[config.mk]
export PLATFORM = sky130hd
export DESIGN_NAME = rr_tdm_demux
export DESIGN_NICKNAME = d
export VERILOG_FILES = /design/src/rtl/rr_tdm_pkg.sv /design/src/rtl/rr_tdm_demux_slot_counter.sv /design/src/rtl/rr_tdm_demux.sv
export SDC_FILE = /design/constraint.sdc
export NUM_CORES = 1
export LEC_CHECK = 0
export BUFFER_PORTS_ARGS = -buffer_cell sky130_fd_sc_hd__buf_2
export CORE_MARGIN = 4
export CORE_UTILIZATION = 54
export DETAILED_ROUTE_END_ITERATION = 10
export PLACE_DENSITY = 0.82
export SLEW_MARGIN = 20
export SYNTH_ARGS = -nofsm -noshare
export SYNTH_HDL_FRONTEND = slang
export SYNTH_SLANG_ARGS = --single-unit
[constraint.sdc]
create_clock -name clk -period 3.32 [get_ports clk]
set_input_delay 0.166 -clock clk [delete_from_list [all_inputs] [get_ports clk]]
set_output_delay 0.166 -clock clk [all_outputs]
set_load 0.03 [all_outputs]
[src/rtl/rr_tdm_pkg.sv]
// Shared definitions for the round-robin TDM demultiplexer.
// Contents:
//   tdm_state_e    - framing FSM states (HUNT, COLLECT)
//   DEF_DATA_WIDTH - default bits per TDM slot
//   DEF_NUM_LANES  - default slots per frame
//   ERR_CNT_WIDTH  - width of the optional framing-error counter
package rr_tdm_pkg;

  typedef enum logic {
    HUNT    = 1'b0,
    COLLECT = 1'b1
  } tdm_state_e;

  localparam int DEF_DATA_WIDTH = 8;
  localparam int DEF_NUM_LANES  = 2;
  localparam int ERR_CNT_WIDTH  = 8;

endpackage

[src/rtl/rr_tdm_demux_slot_counter.sv]
// Module tdm_slot_counter: mod-NUM_LANES slot counter for the TDM demux.
// Ports:
//   clk   - rising-edge clock
//   rst   - asynchronous active-high reset (count -> 0)
//   clr   - force count to 0 (highest priority after reset)
//   load1 - force count to 1 (a slot-0 beat was just accepted)
//   en    - advance count, wrapping from NUM_LANES-1 to 0
//   count - current slot index
//   wrap  - high when this cycle's advance wraps the counter (frame complete)
module tdm_slot_counter
  import rr_tdm_pkg::*;
#(
  parameter int NUM_LANES = DEF_NUM_LANES,
  localparam int CNT_W = $clog2(NUM_LANES)
) (
  input  logic             clk,
  input  logic             rst,
  input  logic             clr,
  input  logic             load1,
  input  logic             en,
  output logic [CNT_W-1:0] count,
  output logic             wrap
);

  localparam logic [CNT_W-1:0] LAST = CNT_W'(NUM_LANES - 1);

  always_ff @(posedge clk or posedge rst) begin
    if (rst) begin
      count <= '0;
    end else if (clr) begin
      count <= '0;
    end else if (load1) begin
      count <= CNT_W'(1);
    end else if (en) begin
      count <= (count == LAST) ? '0 : count + CNT_W'(1);
    end
  end

  // Only a plain advance can wrap; clr/load1 override en.
  assign wrap = en && !clr && !load1 && (count == LAST);

endmodule

[src/rtl/rr_tdm_demux.sv]
// Round-robin TDM demultiplexer: collects NUM_LANES consecutive valid beats,
// starting at a beat flagged tdm_sof, and presents the completed frame in
// parallel on lanes_out (lane 0 in the MSBs) with a one-cycle lanes_valid.
// Ports:
//   clk, rst    - clock and asynchronous active-high reset
//   tdm_valid   - a beat is present on tdm_data/tdm_sof
//   tdm_sof     - this beat is slot 0 of a frame
//   tdm_data    - slot payload
//   lanes_out   - last complete frame
//   lanes_valid - one-cycle pulse when lanes_out updates
//   in_sync     - framing is locked (state COLLECT)
//   frame_err   - one-cycle pulse on early or missing SOF
//   err_cnt     - saturating framing-error count, only when the macro
//                 RR_TDM_DEMUX_ERR_CNT_EN is defined
module rr_tdm_demux
  import rr_tdm_pkg::*;
#(
  parameter int DATA_WIDTH = DEF_DATA_WIDTH,
  parameter int NUM_LANES  = DEF_NUM_LANES
) (
  input  logic                            clk,
  input  logic                            rst,
  input  logic                            tdm_valid,
  input  logic                            tdm_sof,
  input  logic [DATA_WIDTH-1:0]           tdm_data,
  output logic [NUM_LANES*DATA_WIDTH-1:0] lanes_out,
  output logic                            lanes_valid,
  output logic                            in_sync,
  output logic                            frame_err
`ifdef RR_TDM_DEMUX_ERR_CNT_EN
  ,
  output logic [ERR_CNT_WIDTH-1:0]        err_cnt
`endif
);

  localparam int CNT_W = $clog2(NUM_LANES);

  tdm_state_e state, state_nxt;

  logic [CNT_W-1:0]      slot_cnt;
  logic [CNT_W-1:0]      store_idx;
  logic                  cnt_clr, cnt_load1, cnt_en, frame_done;
  logic                  store, err_nxt;
  logic [DATA_WIDTH-1:0] asm_buf [NUM_LANES];
  logic [NUM_LANES*DATA_WIDTH-1:0] frame_next;

  tdm_slot_counter #(.NUM_LANES(NUM_LANES)) u_slot_counter (
    .clk   (clk),
    .rst   (rst),
    .clr   (cnt_clr),
    .load1 (cnt_load1),
    .en    (cnt_en),
    .count (slot_cnt),
    .wrap  (frame_done)
  );

  always_ff @(posedge clk or posedge rst) begin
    if (rst) state <= HUNT;
    else     state <= state_nxt;
  end

  // Any SOF beat restarts the frame at slot 0; in COLLECT it is an error
  // only when it cuts a partial frame short.
  always_comb begin
    state_nxt = state;
    cnt_clr   = 1'b0;
    cnt_load1 = 1'b0;
    cnt_en    = 1'b0;
    store     = 1'b0;
    store_idx = '0;
    err_nxt   = 1'b0;
    case (state)
      HUNT: begin
        if (tdm_valid && tdm_sof) begin
          store     = 1'b1;
          cnt_load1 = 1'b1;
          state_nxt = COLLECT;
        end
      end
      COLLECT: begin
        if (tdm_valid) begin
          if (tdm_sof) begin
            store     = 1'b1;
            cnt_load1 = 1'b1;
            err_nxt   = (slot_cnt != '0);
          end else if (slot_cnt != '0) begin
            store     = 1'b1;
            store_idx = slot_cnt;
            cnt_en    = 1'b1;
          end else begin
            err_nxt   = 1'b1;
            cnt_clr   = 1'b1;
            state_nxt = HUNT;
          end
        end
      end
      default: state_nxt = HUNT;
    endcase
  end

  // The final slot goes straight from tdm_data to lanes_out so that a frame
  // completes in the cycle after its last beat without a buffer round-trip.
  always_comb begin
    frame_next = '0;
    for (int i = 0; i < NUM_LANES; i++) begin
      if (i == NUM_LANES - 1)
        frame_next[(NUM_LANES-1-i)*DATA_WIDTH +: DATA_WIDTH] = tdm_data;
      else
        frame_next[(NUM_LANES-1-i)*DATA_WIDTH +: DATA_WIDTH] = asm_buf[i];
    end
  end

  always_ff @(posedge clk or posedge rst) begin
    if (rst) begin
      for (int i = 0; i < NUM_LANES; i++) asm_buf[i] <= '0;
      lanes_out   <= '0;
      lanes_valid <= 1'b0;
      frame_err   <= 1'b0;
    end else begin
      if (store) asm_buf[store_idx] <= tdm_data;
      if (frame_done) lanes_out <= frame_next;
      lanes_valid <= frame_done;
      frame_err   <= err_nxt;
    end
  end

  assign in_sync = (state == COLLECT);

`ifdef RR_TDM_DEMUX_ERR_CNT_EN
  // Counts alongside the frame_err pulse and sticks at all-ones.
  always_ff @(posedge clk or posedge rst) begin
    if (rst)
      err_cnt <= '0;
    else if (err_nxt && (err_cnt != '1))
      err_cnt <= err_cnt + ERR_CNT_WIDTH'(1);
  end
`else
  // Error counter not present in this build.
`endif

endmodule
# After elaboration in Yosys (flattened, before gate mapping)
# Index checks and enable logic that the tools add are counted.
# W data, S select, Z words.
[totals]
register_bits = 36
input_bits = 12
out_inout_bits = 19
elab_cells = 47
[op_classes]
add_sub_neg = 1
n_lt_le_gt_ge = 2
mux = 27
bitwise_logic = 2
reduce_logical = 8
[ops]
columns = ["operator", "count"]
rows = [
  ["$mux W1", 21],
  ["$bwmux W16", 1],
  ["$demux W8 S1", 1],
  ["$mux W8", 1],
  ["$pmux W1 S2", 3],
  ["$logic_and A1 B1 Y1", 5],
  ["$reduce_bool A3 Y1", 1],
  ["$ge A2 B2 Y1 const B", 1],
  ["$logic_not A1 Y1", 2],
  ["$lt A2 B1 Y1 const B", 1],
  ["$not A1 Y2", 1],
  ["$add A1 B1 Y1 const B", 1],
  ["$not A1 Y1", 1],
]

# Logic depth before layout (Yosys ltp)
# Gate-level depths: netlist of run 1.
[logic_depth]
depth_word = 10
depth_mapped = 6
depth_no_buf = 5

# By module
# A second synthesis of run 1 with hierarchy kept.
[hier_totals]
cells_unflattened = 74
hier_area_um2 = 1121.1
[by_module_without_submodules]
columns = ["mod", "n_inst", "cells_each", "area_each_um2", "seq_area_each_um2"]
rows = [
  ["rr_tdm_demux", 1, 68, 1062.3, 675.6],
  ["tdm_slot_counter", 1, 6, 58.8, 25.0],
]

# Least setup slack after synthesis of run 1
# Ideal clock, no wire load.
[synth_path]
path_type = "register to register"
from = "reg u_slot_counter.count"
to = "reg lanes_out[12]"
setup_ps = 125
t_arrival_ps = 1570
t_required_ps = 3195
setup_slack_ps = 1625
stages_incl_launch_ff = 6
path_buffers = 1
period_less_slack_ps = 1695
cell_sequence = "dfrtp_1 > ha_1 > nand3b_4 > nor3_4 > buf_12 > mux2_4"
[synth_between]
elab_chain_len = 8
elab_cells_between_ends = 12
classes_between = "8 x mux; 4 x reduce/logical"
[synth_lines]
columns = ["item", "line", "rtl"]
rows = [
  ["start, declared", "rr_tdm_demux_slot_counter.sv:21", "output logic [CNT_W-1:0] count,"],
  ["start signal, assigned", "rr_tdm_demux_slot_counter.sv:35", "count <= (count == LAST) ? '0 : count + CNT_W'(1);"],
  ["$mux W1", "rr_tdm_demux.sv:86", "end else if (slot_cnt != '0) begin"],
  ["$mux W1", "rr_tdm_demux.sv:82", "if (tdm_sof) begin"],
  ["$mux W1", "rr_tdm_demux.sv:81", "if (tdm_valid) begin"],
  ["$mux W1", "rr_tdm_demux.sv:72", "case (state)"],
  ["$logic_not A1 Y1", "rr_tdm_demux_slot_counter.sv:40", "assign wrap = en && !clr && !load1 && (count == LAST);"],
  ["$logic_and A1 B1 Y1 (2 in a row)", "rr_tdm_demux_slot_counter.sv:40", ""],
  ["$logic_and A1 B1 Y1 *", "rr_tdm_demux_slot_counter.sv:40", ""],
  ["via frame_done", "rr_tdm_demux.sv:42", "logic cnt_clr, cnt_load1, cnt_en, frame_done;"],
  ["end signal, assigned", "rr_tdm_demux.sv:121", "if (frame_done) lanes_out <= frame_next;"],
  ["end, declared", "rr_tdm_demux.sv:26", "output logic [NUM_LANES*DATA_WIDTH-1:0] lanes_out,"],
]
# The timed path passes the listed nets; every way through them passes the cells marked *.
# A chain may end at the register's enable or synchronous reset.

# Worst setup path in the final report of run 1
[layout_path]
from = "reg u_slot_counter.count"
to = "reg lanes_out[11]"
[layout_between]
elab_chain_len = 8
elab_cells_between_ends = 12
classes_between = "8 x mux; 4 x reduce/logical"
[layout_lines]
columns = ["item", "line"]
rows = [
  ["$mux W1", "rr_tdm_demux.sv:86"],
  ["$mux W1", "rr_tdm_demux.sv:82"],
  ["$mux W1", "rr_tdm_demux.sv:81"],
  ["$mux W1", "rr_tdm_demux.sv:72"],
  ["$logic_not A1 Y1", "rr_tdm_demux_slot_counter.sv:40"],
  ["$logic_and A1 B1 Y1 (2 in a row)", "rr_tdm_demux_slot_counter.sv:40"],
  ["$logic_and A1 B1 Y1 *", "rr_tdm_demux_slot_counter.sv:40"],
]
# Mark *: on every way between the ends. The rest lies on a longest branch, timed or not.

==> flow_summary.yaml, run 1 <==
run_status:
  status: "finished, final reports clean"
routing:
  drtAntennaViolNets: 0
  drt-wirelength-per-cell_microns: 14.1
  via_count: 651
  drt_wl_total_microns: 1880
  dr.pass1.iters: 2
  via_per_inst: 4.89
  drc: 0
  drtIter0Drc: 1
finish:
  mostFrequentLayoutCell: "buf_2"
  area.growth.synth_to_final_pct: 18.0
  layout_common_cells: "buf_2, dfrtp_1, mux2_2"
  drive_gt1_share_pct: 60.4
  final_nets: 121
  design_area_sq_um: 1380
  n_antenna_cell: 0
  final_cell_count_no_fill: 133
setup_path:
  critical_path_arrival_ns: 2.30
  cp.required_ns: 3.53
  path_cells: "ha_1 -> nand3b_4 -> nor3_4 -> mux2_2"
  path_max_fanout: 17
  setup.worst_path.start_class: "register"
  end_kind: "register"
  critical-path-max-stage-delay_ns: 0.73
  crit_type: "reg -> reg"
  crit_family: "simple AND/OR/NAND/NOR gates"
  crit_buf_inv: 0
  cp_slowest_cell: "nor3_4"
cts:
  cts_inserted_buffers: 3
  cts_sinks: 28
  htree_levels: 1
  clockBufferDepth: 2
  cts_tree: "built"
  cts.clk_slew.worst_paths_ns: 0.14
  cts_root_buf: "clkbuf_4"
  cts_setup_buffers: 0
  clock_latency_ns: 0.32
synthesis:
  ys_seq_area_share_pct: 60.0
  postSynthNetCount: 86
  synthCells: 72
  syn_area_per_cell_sq_um: 16.2
  ys_ff_latch: 28
  syn_area_sq_um: 1170
  post_synth_num_cell_types: 16
  yosys_warnings: 0
timing:
  final-max-slew-violation-count: 0
  slew-limit-headroom_pct: 41.1
  hold_viol: 0
  final.setup_skew_ns: 0.0116
  tightest_slew_ns: 0.881
  whs_ns: 0.0805
  grt_setup_unrepaired: "false"
  final-setup-viol-count: 0
  fmax_mhz: 479
  period_share_pct: 62.9
  setup_tns_ns: 0
  period_minus_slack_ns: 2.09
placed_design:
  gp_congestion: 0.690
  dp_hpwl_microns: 1350
  dpl-instance-area_sq_um: 1330
  dp_cells: 128
  portBuffers: 30
pwr:
  ir_worst_vdd_uv: 495
  p_comb_share_pct: 45.7
  p_seq_share_pct: 42.9
  switching_share_pct: 39.6
  p_per_area_nw_per_um2: 1010
  power_frac_clock_pct: 11.4
  p_int_mw: 0.839
  switchingPower_mw: 0.549
  design_power_total_mw: 1.39
  p_leak_nw: 0.678
global_routing:
  grt.total_usage_pct: 14.3
  antenna_found_initial: 0
  use_met3_pct: 1.63
  grt_pass1_wl_microns: 2950
  gr-total-overflow: 0
  globalRouteMet1Util_pct: 17.5
  grt_max_degree: 29
  grt_pass1_vias: 690
  use_met2_pct: 23.3
  top_usage_layer: "met2"
floorplanning:
  ioPinCount: 31
  start_util_pct: 58.3
  die_h_microns: 54.5
  die_w_microns: 54.5
  row_count: 16
  core_area_sq_um: 2000
  die_area_sq_um: 2970
min_path:
  hp-class: "in -> reg"
run:
  cap_violations: 0
## flip-flops by register name, summed over array words and instances (netlist names)
signal and flops:
in_sync 1, asm_buf 8, lanes_out 16, frame_err 1, lanes_valid 1, u_slot_counter.count 1
## final timing paths
kind / to / depth (start not counted) / startpoint / slack [ns]
hold / removal: lanes_out[2] / 2 / tdm_data[2] / 0.08
setup / recovery: lanes_out[11] / 4 / u_slot_counter.count / 1.23
setup reg to reg: lanes_out[11] / 4 / u_slot_counter.count / 1.23
min in group asynchronous: lanes_out[2] / 3 / rst / 0.44
max in group asynchronous: asm_buf[11] / 3 / rst / 2.49
hold reg to reg: lanes_out[13] / 1 / asm_buf[13] / 0.51
## final cells by class
class / count / area [sq um]
inverters: 4 / 15.0
repair buffers: 31 / 160
flip-flops and latches: 28 / 701
fillers: 158 / 624
clock buffers: 4 / 36.3
well taps: 27 / 33.8
multi-input cells: 39 / 432
## power groups by stage
stage / combinational, mW / clock (mW) / sequential [mW]
2_1_floorplan: 0.267 / 0 / 0.807
3_3_place_gp: 0.626 / 0 / 0.592
3_5_place_dp: 0.642 / 0 / 0.602
4_1_cts: 0.643 / 0.164 / 0.596
5_1_grt: 0.678 / 0.181 / 0.611
6_report: 0.634 / 0.159 / 0.595
## cell families (layout without fill, tap and decap cells)
logic type / count (synthesis) / in the layout / share of synthesized area [%]
DFF: 28 / 28 / 60.0
AOI/OAI and AO/OA: 6 / 6 / 3.32
muxes: 24 / 24 / 26.0
buffers and inverters: 5 / 39 / 3.00
adders and majority gates: 2 / 2 / 2.14
and+or+nand+nor: 7 / 7 / 5.47
## layer usage
metal / share of wire [%] / wire (microns)
met1: 46 / 872
met4: 1.4 / 27
met5: 0 / 0
met3: 4.1 / 77
met2: 48 / 902
## repair_timing
item | 4_1_cts | 5_1_grt
hold endpoints to repair | 0 | 28
hold buffers | 0 | 1
gates resized for setup | 0 | 0
## synthesized netlist by cell type
| master | instances | area [sq um] |
|---|---|---|
| nand2_2 | 1 | 6.26 |
| mux2_2 | 15 | 169 |
| a21o_2 | 1 | 8.76 |
| a21oi_1 | 3 | 15.0 |
| o21ai_2 | 1 | 8.76 |
| dfrtp_1 | 28 | 701 |
| buf_12 | 1 | 20.0 |
| a31oi_1 | 1 | 6.26 |
| nor2_1 | 2 | 7.51 |
| nand3b_4 | 1 | 20.0 |
| nor3b_1 | 1 | 7.51 |
| mux2_4 | 9 | 135 |
| ha_1 | 2 | 25.0 |
| inv_1 | 4 | 15.0 |
| nor3_4 | 1 | 16.3 |
| nor2b_1 | 1 | 6.26 |
## per-stage QoR
step           setup slack (ns)  utilization (%)
2_1_floorplan              1.62                -
3_3_place_gp               1.30             66.5
3_5_place_dp               1.23             66.5
4_1_cts                    1.23             68.3
5_1_grt                    1.10             68.8
6_report                   1.23             68.8
Power figures use the tool's default switching activity.
==> inputs of run 2 (changes only) <==
CORE_UTILIZATION = 50   (was 54)
PLACE_DENSITY = 0.76   (was 0.82)
clock period = 2 ns   (was 3.32 ns; I/O delays follow)
==> flow_summary.yaml, run 2 (synthesis gave the netlist of run 1 again) <==
run_status:
  status: "finished, final reports clean"
placed_design:
  portBuffers: 30
  place_ws_ns: 0.257
  gp_congestion: 0.683
  dp_hpwl_microns: 1400
routing:
  drt-wirelength-per-cell_microns: 13.5
  drt_wl_total_microns: 1920
  drtIter0Drc: 4
  drc: 0
  via_per_inst: 5.16
  via_count: 733
  dr.pass1.iters: 2
  drtAntennaViolNets: 0
timing:
  period_share_pct: 86.5
  tightest_slew_ns: 0.441
  final-setup-viol-count: 0
  slew-limit-headroom_pct: 70.6
  period_minus_slack_ns: 1.73
  fmax_mhz: 578
  setup_tns_ns: 0
  setup_slack_ns: 0.270
  final-max-slew-violation-count: 0
  final.setup_skew_ns: 0.00155
  grt_setup_unrepaired: "false"
  hold_viol: 0
pwr:
  ir_worst_vdd_uv: 1020
  p_per_area_nw_per_um2: 1580
  p_leak_nw: 0.717
setup_path:
  critical_path_arrival_ns: 1.95
  crit_type: "reg -> reg"
  path_cells: "inv_1 -> ha_1 -> nor3b_1 -> o21ai_2 -> mux2_2"
  reg2reg_setup_slack_ns: 0.27
  critical-path-max-stage-delay_ns: 0.45
  cp.required_ns: 2.22
  cp_slowest_cell: "dfrtp_1"
  setup.worst_path.start_class: "register"
  end_kind: "register"
  path_max_fanout: 8
cts:
  cts_setup_buffers: 0
  clock_latency_ns: 0.32
  cts_sinks: 28
  cts_inserted_buffers: 3
  clockBufferDepth: 2
  cts_root_buf: "clkbuf_4"
  cts_tree: "built"
  cts.clk_slew.worst_paths_ns: 0.14
  htree_levels: 1
floorplanning:
  start_util_pct: 52.8
  row_count: 17
  die_w_microns: 56.3
  die_area_sq_um: 3170
  core_area_sq_um: 2210
  ioPinCount: 31
  die_h_microns: 56.3
global_routing:
  grt.total_usage_pct: 13.7
  grt_pass1_wl_microns: 3440
  grt_pass1_vias: 783
  antenna_found_initial: 0
  gr-total-overflow: 0
  grt_max_degree: 29
finish:
  n_antenna_cell: 0
  layout_common_cells: "buf_2, dfrtp_1, mux2_2"
  area.growth.synth_to_final_pct: 25.6
  drive_gt1_share_pct: 57.0
  mostFrequentLayoutCell: "buf_2"
  top_register: "lanes_out"
  largest_reg_flops: 16
  fin_util_pct: 66.3
  final_nets: 129
  top_regs: "lanes_out x16, asm_buf x8"
run:
  cap_violations: 0
min_path:
  hp-class: "in -> reg"
[run 2: changes by cell type in the layout (fill, tap and decap cells not counted), sizes merged]
cell,previous run,this run
dlygate4sd3,1,7
buf,30,32
[run 2: through the flow]
stage	instance area [sq um]	cells	power [mW]	hold slack, ns
2_1_floorplan	1170	72	1.78	0.165
3_3_place_gp	1360	131	2.04	0.173
3_5_place_dp	1360	131	2.08	0.178
4_1_cts	1420	137	2.35	0.000664
5_1_grt	1470	142	2.48	0.00251
6_report	1470	142	2.32	0.0191
[run 2: report_power, final]
group	total, mW	switching, mW	internal [mW]
registers	0.983	0.149	0.834
logic	1.07	0.608	0.465
clock network	0.266	0.155	0.111
total	2.32	0.912	1.41
[run 2: layer usage]
layer,GRT usage (%),vias up,wire length [microns]
li1,-,336,-
met5,0,-,0
met1,15.7,374,787
met3,3.91,5,106
met4,6.78,0,42
met2,23.4,18,981
[run 2: final timing paths]
check,start,end,depth (start not counted)
max reg2reg,u_slot_counter.count,asm_buf[10],5
min,tdm_data[6],lanes_out[6],2
max,u_slot_counter.count,asm_buf[10],5
min in group asynchronous,rst,lanes_out[4],4
max in group asynchronous,rst,lanes_out[3],4
min reg2reg,asm_buf[12],lanes_out[12],1
[run 2: critical path: cells and delay by family, from the launching register on]
kind / cells / cell delay, ns
AO/OA/AOI/OAI: 1 / 0.37
buffers and inverters: 1 / 0.08
AND/OR/NAND/NOR: 1 / 0.09
multiplexers: 1 / 0.39
flip-flops: 1 / 0.45
adder cells (fa/ha/maj): 1 / 0.25
[run 2: area by class of cell]
type	count	area [sq um]
Fill cell	181	746
Sequential cell	28	701
Multi-Input combinational cell	39	432
Timing Repair Buffer	39	248
Clock buffer	4	36.3
Tap cell	28	35.0
Inverter	4	15.0
[run 2: what timing repair did]
action	4_1_cts	5_1_grt
hold buffers	2	5
hold endpoints to repair	29	7
resized for setup	0	0
==> inputs of run 3 (changes only) <==
CORE_UTILIZATION = 54   (was 50)
PLACE_DENSITY = 0.82   (was 0.76)
clock period = 2.1 ns   (was 2 ns; I/O delays follow)
==> flow_summary.yaml, run 3 (synthesis gave the netlist of run 1 again) <==
floorplanning:
  die_h_microns: 54.5
  core_area_sq_um: 2000
  die_w_microns: 54.5
  row_count: 16
  ioPinCount: 31
  die_area_sq_um: 2970
  start_util_pct: 58.3
setup_path:
  critical-path-max-stage-delay_ns: 0.46
  cp_slowest_cell: "dfrtp_1"
  crit_type: "reg -> reg"
  setup.worst_path.start_class: "register"
  cp.required_ns: 2.31
  end_kind: "register"
  path_cells: "inv_1 -> ha_1 -> nor3b_1 -> o21ai_2 -> mux2_2"
  crit_family: "flip-flops"
  path_max_fanout: 8
  crit_buf_inv: 1
  critical_path_arrival_ns: 1.98
  r2r-start: "u_slot_counter.count"
  crit_path_start: "u_slot_counter.count"
timing:
  final.setup_skew_ns: 0.00162
  slew-limit-headroom_pct: 68.9
  final-max-slew-violation-count: 0
  setup_slack_ns: 0.329
  grt_setup_unrepaired: "false"
  period_share_pct: 84.3
  fmax_mhz: 565
  final-setup-viol-count: 0
  hold_viol: 0
  tightest_slew_ns: 0.466
  period_minus_slack_ns: 1.77
  setup_tns_ns: 0
global_routing:
  grt_pass1_vias: 649
  grt_max_degree: 29
  antenna_found_initial: 0
  grt.total_usage_pct: 14.0
  grt_pass1_wl_microns: 2930
  gr-total-overflow: 0
placed_design:
  gp_congestion: 0.701
  dp_hpwl_microns: 1360
  portBuffers: 30
  dp_cells: 130
  place_ws_ns: 0.315
min_path:
  min_from: "tdm_data[6]"
  hp-class: "in -> reg"
finish:
  final_nets: 123
  layout_common_cells: "buf_2, dfrtp_1, mux2_2"
  final_cell_count_no_fill: 135
  top_regs: "lanes_out x16, asm_buf x8"
  area.sequential_sq_um: 701
  fill_cells: 151
  multi_input_area_sq_um: 432
  mostFrequentLayoutCell: "buf_2"
  area.growth.synth_to_final_pct: 19.3
  largest_reg_flops: 16
  drive_gt1_share_pct: 60.2
  top_register: "lanes_out"
  n_antenna_cell: 0
cts:
  cts_root_buf: "clkbuf_4"
  cts_setup_buffers: 0
  cts_tree: "built"
  cts_inserted_buffers: 3
  clockBufferDepth: 2
  cts.clk_slew.worst_paths_ns: 0.14
  cts_sinks: 28
  htree_levels: 1
  clock_latency_ns: 0.31
  ctsResizeCount: 0
pwr:
  p_leak_nw: 0.689
  p_per_area_nw_per_um2: 1570
  design_power_total_mw: 2.19
  ir_worst_vdd_uv: 821
run_status:
  status: "finished, final reports clean"
routing:
  via_count: 693
  drt_wl_total_microns: 1850
  drc: 0
  drtIter0Drc: 10
  drtAntennaViolNets: 0
  dr.pass1.iters: 4
  drt-wirelength-per-cell_microns: 13.7
  via_per_inst: 5.13
run:
  cap_violations: 0
## run 3: layout make-up
| class | count | share of cell area [%] |
|---|---|---|
| clock buffer | 4 | 2.61 |
| inverter | 4 | 1.08 |
| multi-input combinational | 39 | 31.0 |
| sequential | 28 | 50.3 |
| tap | 27 | 2.43 |
| timing repair buffer | 33 | 12.6 |
## run 3: metal layers
layer  GRT usage (%)  up-vias  wire (microns)  part of all wire (%)
li1                -      324               -                     -
met5               0        -               0                     0
met3            1.63        4              81                   4.4
met2            23.7       21             903                    49
met1            17.8      344             831                    45
met4            6.22        0              29                   1.6
## run 3: report_power, final
part           switching, mW  internal [mW]  total, mW
Sequential             0.141          0.794      0.935
Combinational          0.577          0.429       1.01
Clock                  0.140          0.106      0.246
## run 3: worst paths after layout
check / slack (ns) / cells past startpoint / to
max: 0.33 / 5 / asm_buf[14]
min: 0.03 / 2 / lanes_out[6]
max reg2reg: 0.33 / 5 / asm_buf[14]
min reg2reg: 0.52 / 1 / lanes_out[12]
max in group asynchronous: 1.46 / 4 / asm_buf[10]
min in group asynchronous: 0.39 / 4 / lanes_out[4]
## run 3: what timing repair did
item | 4_1_cts | 5_1_grt
hold endpoints to repair | 28 | 0
hold buffers | 1 | 0
setup endpoints to repair | 0 | 0
## run 3: worst register-to-register path, stage by stage (launching register included)
cell     delay (ns)
dfrtp_1        0.46
inv_1          0.08
ha_1           0.25
nor3b_1        0.10
o21ai_2        0.39
mux2_2         0.39
## run 3: per-stage QoR
| stage | cell area [sq um] | hold WS [ns] | utilization (%) |
|---|---|---|---|
| after floorplan | 1170 | 0.170 | - |
| after global placement | 1350 | 0.176 | 67.3 |
| after detailed placement | 1350 | 0.181 | 67.3 |
| after CTS | 1390 | 0.0190 | 69.6 |
| after global routing | 1390 | 0.00950 | 69.6 |
| final | 1390 | 0.0298 | 69.6 |
